### src/rtl/hex2ascii_tx.sv
// Renders each accepted byte as two uppercase ASCII hex characters toward a UART, one char per handshake.
// Define HEX2ASCII_TX_CRLF_EN to append CR, LF to every frame; otherwise frames are hi, lo only.
module hex2ascii_tx (
    input  logic       clk,
    input  logic       rst,
    input  logic [7:0] data_in,
    input  logic       data_valid,
    output logic       data_ready,
    output logic [7:0] ascii_out,
    output logic       ascii_valid,
    input  logic       ascii_ready,
    output logic [7:0] frame_cnt
);

    typedef enum logic [2:0] {
        IDLE = 3'd0,
        HI   = 3'd1,
        LO   = 3'd2,
        CR   = 3'd3,
        LF   = 3'd4
    } state_t;

    state_t     state_q;
    logic [7:0] byte_q;
    logic [7:0] ascii_q;
    logic [7:0] cnt_q;
    logic       rdy_q;
    logic       vld_q;

    logic [7:0] hi_chr_d;
    logic [7:0] lo_chr_d;
    logic [7:0] cnt_d;

    function automatic logic [7:0] hex_chr(input logic [3:0] n);
        return (n < 4'd10) ? {4'h3, n} : (8'h37 + {4'h0, n});
    endfunction

    assign hi_chr_d = hex_chr(data_in[7:4]);
    assign lo_chr_d = hex_chr(byte_q[3:0]);
    assign cnt_d    = cnt_q + 8'd1;

    always_ff @(posedge clk) begin
        if (rst) begin
            state_q <= IDLE;
            byte_q  <= 8'h00;
            ascii_q <= 8'h00;
            cnt_q   <= 8'h00;
            rdy_q   <= 1'b1;
            vld_q   <= 1'b0;
        end else begin
            case (state_q)
                IDLE: begin
                    if (data_valid && rdy_q) begin
                        byte_q  <= data_in;
                        ascii_q <= hi_chr_d;
                        rdy_q   <= 1'b0;
                        vld_q   <= 1'b1;
                        state_q <= HI;
                    end
                end
                HI: begin
                    if (ascii_ready) begin
                        ascii_q <= lo_chr_d;
                        state_q <= LO;
                    end
                end
                LO: begin
                    if (ascii_ready) begin
`ifdef HEX2ASCII_TX_CRLF_EN
                        ascii_q <= 8'h0D;
                        state_q <= CR;
`else
                        vld_q   <= 1'b0;
                        rdy_q   <= 1'b1;
                        cnt_q   <= cnt_d;
                        state_q <= IDLE;
`endif
                    end
                end
`ifdef HEX2ASCII_TX_CRLF_EN
                CR: begin
                    if (ascii_ready) begin
                        ascii_q <= 8'h0A;
                        state_q <= LF;
                    end
                end
                LF: begin
                    if (ascii_ready) begin
                        vld_q   <= 1'b0;
                        rdy_q   <= 1'b1;
                        cnt_q   <= cnt_d;
                        state_q <= IDLE;
                    end
                end
`endif
                // Unreachable encodings recover to a clean idle without counting a frame.
                default: begin
                    vld_q   <= 1'b0;
                    rdy_q   <= 1'b1;
                    state_q <= IDLE;
                end
            endcase
        end
    end

    assign data_ready  = rdy_q;
    assign ascii_out   = ascii_q;
    assign ascii_valid = vld_q;
    assign frame_cnt   = cnt_q;

endmodule

### config.mk
export PLATFORM = sky130hd
export DESIGN_NAME = hex2ascii_tx
export DESIGN_NICKNAME = d
export VERILOG_FILES = /design/src/rtl/hex2ascii_tx.sv
export SDC_FILE = /design/constraint.sdc
export NUM_CORES = 1
export LEC_CHECK = 0
export BUFFER_PORTS_ARGS = -buffer_cell sky130_fd_sc_hd__buf_4
export CAP_MARGIN = 20
export CELL_PAD_IN_SITES_DETAIL_PLACEMENT = 1
export CELL_PAD_IN_SITES_GLOBAL_PLACEMENT = 2
export CORE_MARGIN = 2
export CORE_UTILIZATION = 31
export DETAILED_ROUTE_END_ITERATION = 10
export HOLD_SLACK_MARGIN = 0.12
export PLACE_DENSITY_LB_ADDON = 0.1
export SLEW_MARGIN = 20
export SYNTH_ARGS = -nofsm -noshare
export SYNTH_HDL_FRONTEND = slang
export SYNTH_SLANG_ARGS = --single-unit
export TNS_END_PERCENT = 30
### constraint.sdc
create_clock -name clk -period 1.58 [get_ports clk]
set_clock_uncertainty 0.05 [all_clocks]
set_input_delay 0.474 -clock clk [delete_from_list [all_inputs] [get_ports clk]]
set_output_delay 0.474 -clock clk [all_outputs]
set_load 0.02 [all_outputs]
# After elaboration in Yosys (flattened, before gate mapping)

Index checks and enable logic that the tools add are counted.

Add/subtract/negate cells: 3
Multipliers: 0
Divide/modulo/power cells: 0
$lt $le $gt $ge: 2
Equal/unequal tests: 5
Shift operators: 0
Mux-type cells: 15
Bitwise operators: 1
Reductions and logical operators: 8

Operators by type and width:

| kind                  | number |
|---|---|
| $mux W8               | 2 |
| $pmux W8 S2           | 1 |
| $add A6 B4 Y7 const A | 2 |
| $mux W7               | 2 |
| $mux W3               | 3 |
| $pmux W3 S3           | 1 |
| $reduce_and A3 Y1     | 3 |
| $add A8 B1 Y8 const B | 1 |
| $lt A4 B4 Y1 const B  | 2 |
| $ne A2 B2 Y1 const B  | 3 |
| $pmux W1 S3           | 2 |
| $mux W1               | 4 |
| $reduce_and A2 Y1     | 2 |
| $eq A3 B1 Y1 const B  | 1 |
| $eq A3 B2 Y1 const B  | 1 |
| $logic_not A3 Y1      | 1 |
| $reduce_bool A2 Y1    | 1 |
| $logic_and A1 B1 Y1   | 1 |
| $not A1 Y1            | 1 |

Flip-flop bits (word level): 25
Latch bits: 0
RAM bits: 0
Memory bits (read-only): 0
Input bits: 12
Output and inout bits: 18
Logic and storage cells: 40
Memories kept: 0

# Logic depth before layout (Yosys ltp)

Depth after elaboration: 4
Depth in mapped cells: 6
Gate-level depth less buffers: 6

# Least setup slack after synthesis

Ideal clock, no wire load.

Path kind: input -> register
Start: in data_in[4]
End: reg ascii_q[4] (netlist: ascii_out[4])
Setup time: 0.115 ns
Arrival time: 1.252 ns
Setup slack: 0.163 ns
Stages: 6
Path buffers: 0
Cell sequence: inv_1 > ha_1 > nor2b_1 > o211ai_1 > and3_1 > o21ba_1

Longest elaborated chain between the ends: 4
Elaborated cells between the ends (all ways): 5
Classes of those cells: 1 x add/sub; 1 x order compare; 3 x mux

RTL lines:

| item                                          | RTL line | source |
|---|---|---|
| from (decl)                                   | 6        | `input logic [7:0] data_in,` |
| $add A6 B4 Y7 or $lt A4 B4 Y1 (tied branches) | 35       | `return (n < 4'd10) ? {4'h3, n} : (8'h37 + {4'h0, n});` |
| $mux W7 *                                     | 35       |  |
| $mux W8 *                                     | 53       | `if (data_valid && rdy_q) begin` |
| $pmux W8 S2 *                                 | 51       | `case (state_q)` |
| to (signal assigned)                          | 55       | `ascii_q <= hi_chr_d;` |
| to (signal assigned)                          | 63       | `ascii_q <= lo_chr_d;` |
| to (decl)                                     | 25       | `logic [7:0] ascii_q;` |

Mark *: on every way between the ends. The rest lies on a longest branch, timed or not. The select of a mux whose other input is x is not followed.
A chain may end at the register's enable or synchronous reset.

# Worst setup path in the final report

Start: reg state_q[0]
End: reg byte_q[3]

Longest elaborated chain between the ends: 2

RTL lines:

| item                               | RTL line | source |
|---|---|---|
| from (decl)                        | 23       | `state_t state_q;` |
| from (signal assigned)             | 44       | `state_q <= IDLE;` |
| from (signal assigned)             | 58       | `state_q <= HI;` |
| from (signal assigned)             | 64       | `state_q <= LO;` |
| $logic_not A3 Y1                   | 51       |  |
| $reduce_and A2 Y1 (no source line) | n/a      |  |
| to (signal assigned)               | 54       | `byte_q <= data_in;` |
| to (decl)                          | 24       | `logic [7:0] byte_q;` |

No other way between the ends.

==> impl_results.md <==
- Initial Util: 32.92%
- Input/output buffers: 28
- CTS clk-pin slew, worst paths: around 0.090 ns
- Syn Inst Count: 139
- Clock buffer depth: 2
- Peak VDD IR: 0.2689 mV
- Final ANT Viol Nets: 0
- I/O pin cnt: 30
- Post-Layout Cell Count: between 200 and 250
- Vias per std cell: 4.843
- Syn Area/Cell: 8.866 sq um
- Flops & latches, synth: 23
- Mapped Area: ~1200 sq um
- Critical Path AT: between 1.5 and 2 ns
- Resized Gates After CTS: 0
- First-pass GRT wire length: about 4700 um
- Routed vias: 1046
- Post-CTS setup buffer count: 0
- Layout cell share with drive strength beyond 1: 28.57%
- Final setup viols: 0
- Hold WS: 0.3938 ns
- Die H: 67.05 um
- Worst setup path class: reg2reg
- Global route total overflow: 0
- Highest Clock Rate: just under 700 MHz
- Clock Sink Count: 23
- Crit path cell chain: buf_4 > and4bb_2 > mux2i_1 > nor2_1
- Outcome: finished, final reports clean
- Tcrit/Tclk final: between 90 and 100%
- Register-to-Register Setup Slack: 0.13 ns
- N_diodes: 0
- Die footprint: 4496 sq um
- CTS tree: yes
- CP endpoint: byte_q[3]$_SDFFE_PP0P_
- Setup crit end kind: register
- Wirelength, routed: roughly 2700 um
- Max-cap violation count: 0
- CP max stage delay: 0.43 ns
- Setup_tns: 0 ns
- RePlAce Congestion: 0.7694
- Design Power: 1.318 mW
- Drt first pass iters: 3
- CP Max Fanout: 8
- Placed Area: 1480 sq um
- Number of global-route vias before repair: 1047
- RR Endpoint: byte_q[3]$_SDFFE_PP0P_
- Tmin final: around 1.4 ns
- Crit. path cell count: 4
- H-tree depth: 1
- Leakage Power: 0.6629 nW
- CTS Buf Count: 3
- Critical path startpoint category: register
- Die span in x: between 60 and 70 um
- Cell area power density: roughly 860 nW/um^2
- CP delay by family, top: simple AND/OR/NAND/NOR gates
- Reg2reg start: state_q[0]$_SDFFE_PP0P_
- Hold Fails Final Rpt: 0
- Post-synth top area share: between 30 and 40%
- Post-CTS Hold Fix Bufs: 0
- Core box area: 3744 sq um
- Post-route cell area: 1526 sq um
- Hold Crit Class: in2reg
- Post-synthesis net count: 154
- GRT Total Usage: 13.72%
- Area grow syn2layout: 23.86%
- Worst Hold Path Cells: 3
- Synthesis Warnings: 0
- 1st-iter DRT viols: 48
- Unrepaired setup endpoints after global routing: false
- DR WL/cell: about 13 um
- Worst r2r path cells: 4
- Initial antenna violation count: 0
- Row Count: 22
- Cell taking the most area after synthesis: dfxtp_1
- Root Buffer: clkbuf_8
- Critical path startpoint: state_q[0]$_SDFFE_PP0P_
- # DRC: 0
- Seq/Total Area, Yosys: 37.36%
- Worst EP required: 1.69 ns
- Max-slew violations: 0
- CP Buf/Inv Count: 1
- Final #Nets: 184
- Distinct cells, synth: 41
- Critical-path top delay cell: and4bb_2
- Maximum number of pins on one net before global-route repair: 25
- Placed cell count: 212
- Final HPWL DP: between 2000 and 2500 um
- Top cells by area, synth: dfxtp_1 37%, nor2_1 7.3%, a21oi_1 4.9%, xnor2_1 3.6%, mux2i_1 3.2%
- Worst skew pair latency: between 0.2 and 0.3 ns
worst min-delay path by stage:
stage | from | to
floorplan | ascii_out[5]$_SDFFE_PP0P_ | ascii_out[5]$_SDFFE_PP0P_
global placement | ascii_out[5]$_SDFFE_PP0P_ | ascii_out[5]$_SDFFE_PP0P_
detailed placement | ascii_out[5]$_SDFFE_PP0P_ | ascii_out[5]$_SDFFE_PP0P_
CTS | data_in[0] | byte_q[0]$_SDFFE_PP0P_
global route | data_in[2] | byte_q[2]$_SDFFE_PP0P_
finish | data_in[1] | byte_q[1]$_SDFFE_PP0P_
synth_stat cells:
master / number
a21o_1: 1
or2_2: 1
a21oi_4: 1
mux2i_1: 4
nand4b_4: 1
ha_1: 3
nor3b_1: 3
nand3b_4: 1
a211oi_2: 1
nor3_1: 5
nor4b_2: 1
a31o_2: 1
and4bb_2: 1
nor2b_1: 2
and3b_1: 1
conb_1: 1
nand4_1: 3
or3_1: 1
a21oi_1: 12
o21ai_0: 3
nor2_1: 24
nand2_2: 1
inv_1: 5
a211oi_1: 2
a21o_2: 1
dfxtp_1: 23
xnor2_1: 5
buf_4: 3
nand3_1: 1
a211o_1: 1
and2_1: 1
nand2b_4: 1
buf_6: 2
o21a_1: 1
o21ba_1: 1
nor2b_4: 1
o211ai_1: 4
nand2_1: 8
and3_1: 2
clkbuf_1: 2
xor2_1: 3
power by group:
| part | switching [mW] | internal, mW | total, mW |
|---|---|---|---|
| registers | 0.0318 | 0.616 | 0.648 |
| logic | 0.155 | 0.141 | 0.295 |
| clock network | 0.198 | 0.176 | 0.374 |
through the flow:
| step | setup WS (ns) | utilization [%] |
|---|---|---|
| final | 0.1332 | 40.78 |
| after detailed placement | -0.01159 | 39.54 |
| after global placement | 0.03746 | 39.54 |
| after global routing | 0.01643 | 40.78 |
| after floorplan | 0.1627 | - |
| after CTS | 0.1047 | 40.78 |
worst register-to-register path: cells and delay by family, from the launching register on:
family | cells | cell delay [ns]
buffers and inverters | 1 | 0.18
and+or+nand+nor | 2 | 0.49
muxes | 1 | 0.22
DFF | 1 | 0.40
sequential cells by signal (all words and copies together) (netlist names):
name,count
data_ready,1
ascii_out,7
byte_q,4
frame_cnt,8
ascii_valid,1
state_q,2
placed cells by master (no fill, tap or decap), drive strengths merged, types with 4 or more instances in the layout:
cell	synthesis	routed
mux2i	4	4
xnor2	5	5
dfxtp	23	23
nand2	9	9
o211ai	4	4
a21oi	13	13
buf	5	32
nor3	5	5
nor2	24	24
inv	5	5
cell families (layout without fill, tap and decap cells):
logic type | count (synthesis) | in the layout | share of synthesized area (%)
multiplexers | 4 | 4 | 3.249
AO/OA/AOI/OAI | 29 | 29 | 16.24
flip-flops | 23 | 23 | 37.36
adder cells (fa/ha/maj) | 3 | 3 | 3.046
other | 1 | 1 | 0.3043
XOR/XNOR | 8 | 8 | 5.686
buffers and inverters | 12 | 41 | 5.787
AND/OR/NAND/NOR | 59 | 59 | 28.32
metal layers:
metal | GRT usage, % | routed length [um]
met5 | 0 | 0
met4 | 4.592 | 20
met3 | 2.534 | 125
met2 | 22.77 | 1245
met1 | 17.67 | 1356
layout make-up:
class / instances / area, sq um
timing repair buffer: 32 / 240.2
fill: 469 / 2217
inverter: 5 / 18.77
clock inverter: 1 / 5.005
multi-input combinational: 104 / 700.7
tap: 48 / 60.06
sequential: 23 / 460.4
clock buffer: 3 / 41.29
Note: power is estimated with default switching activity, not from simulation.
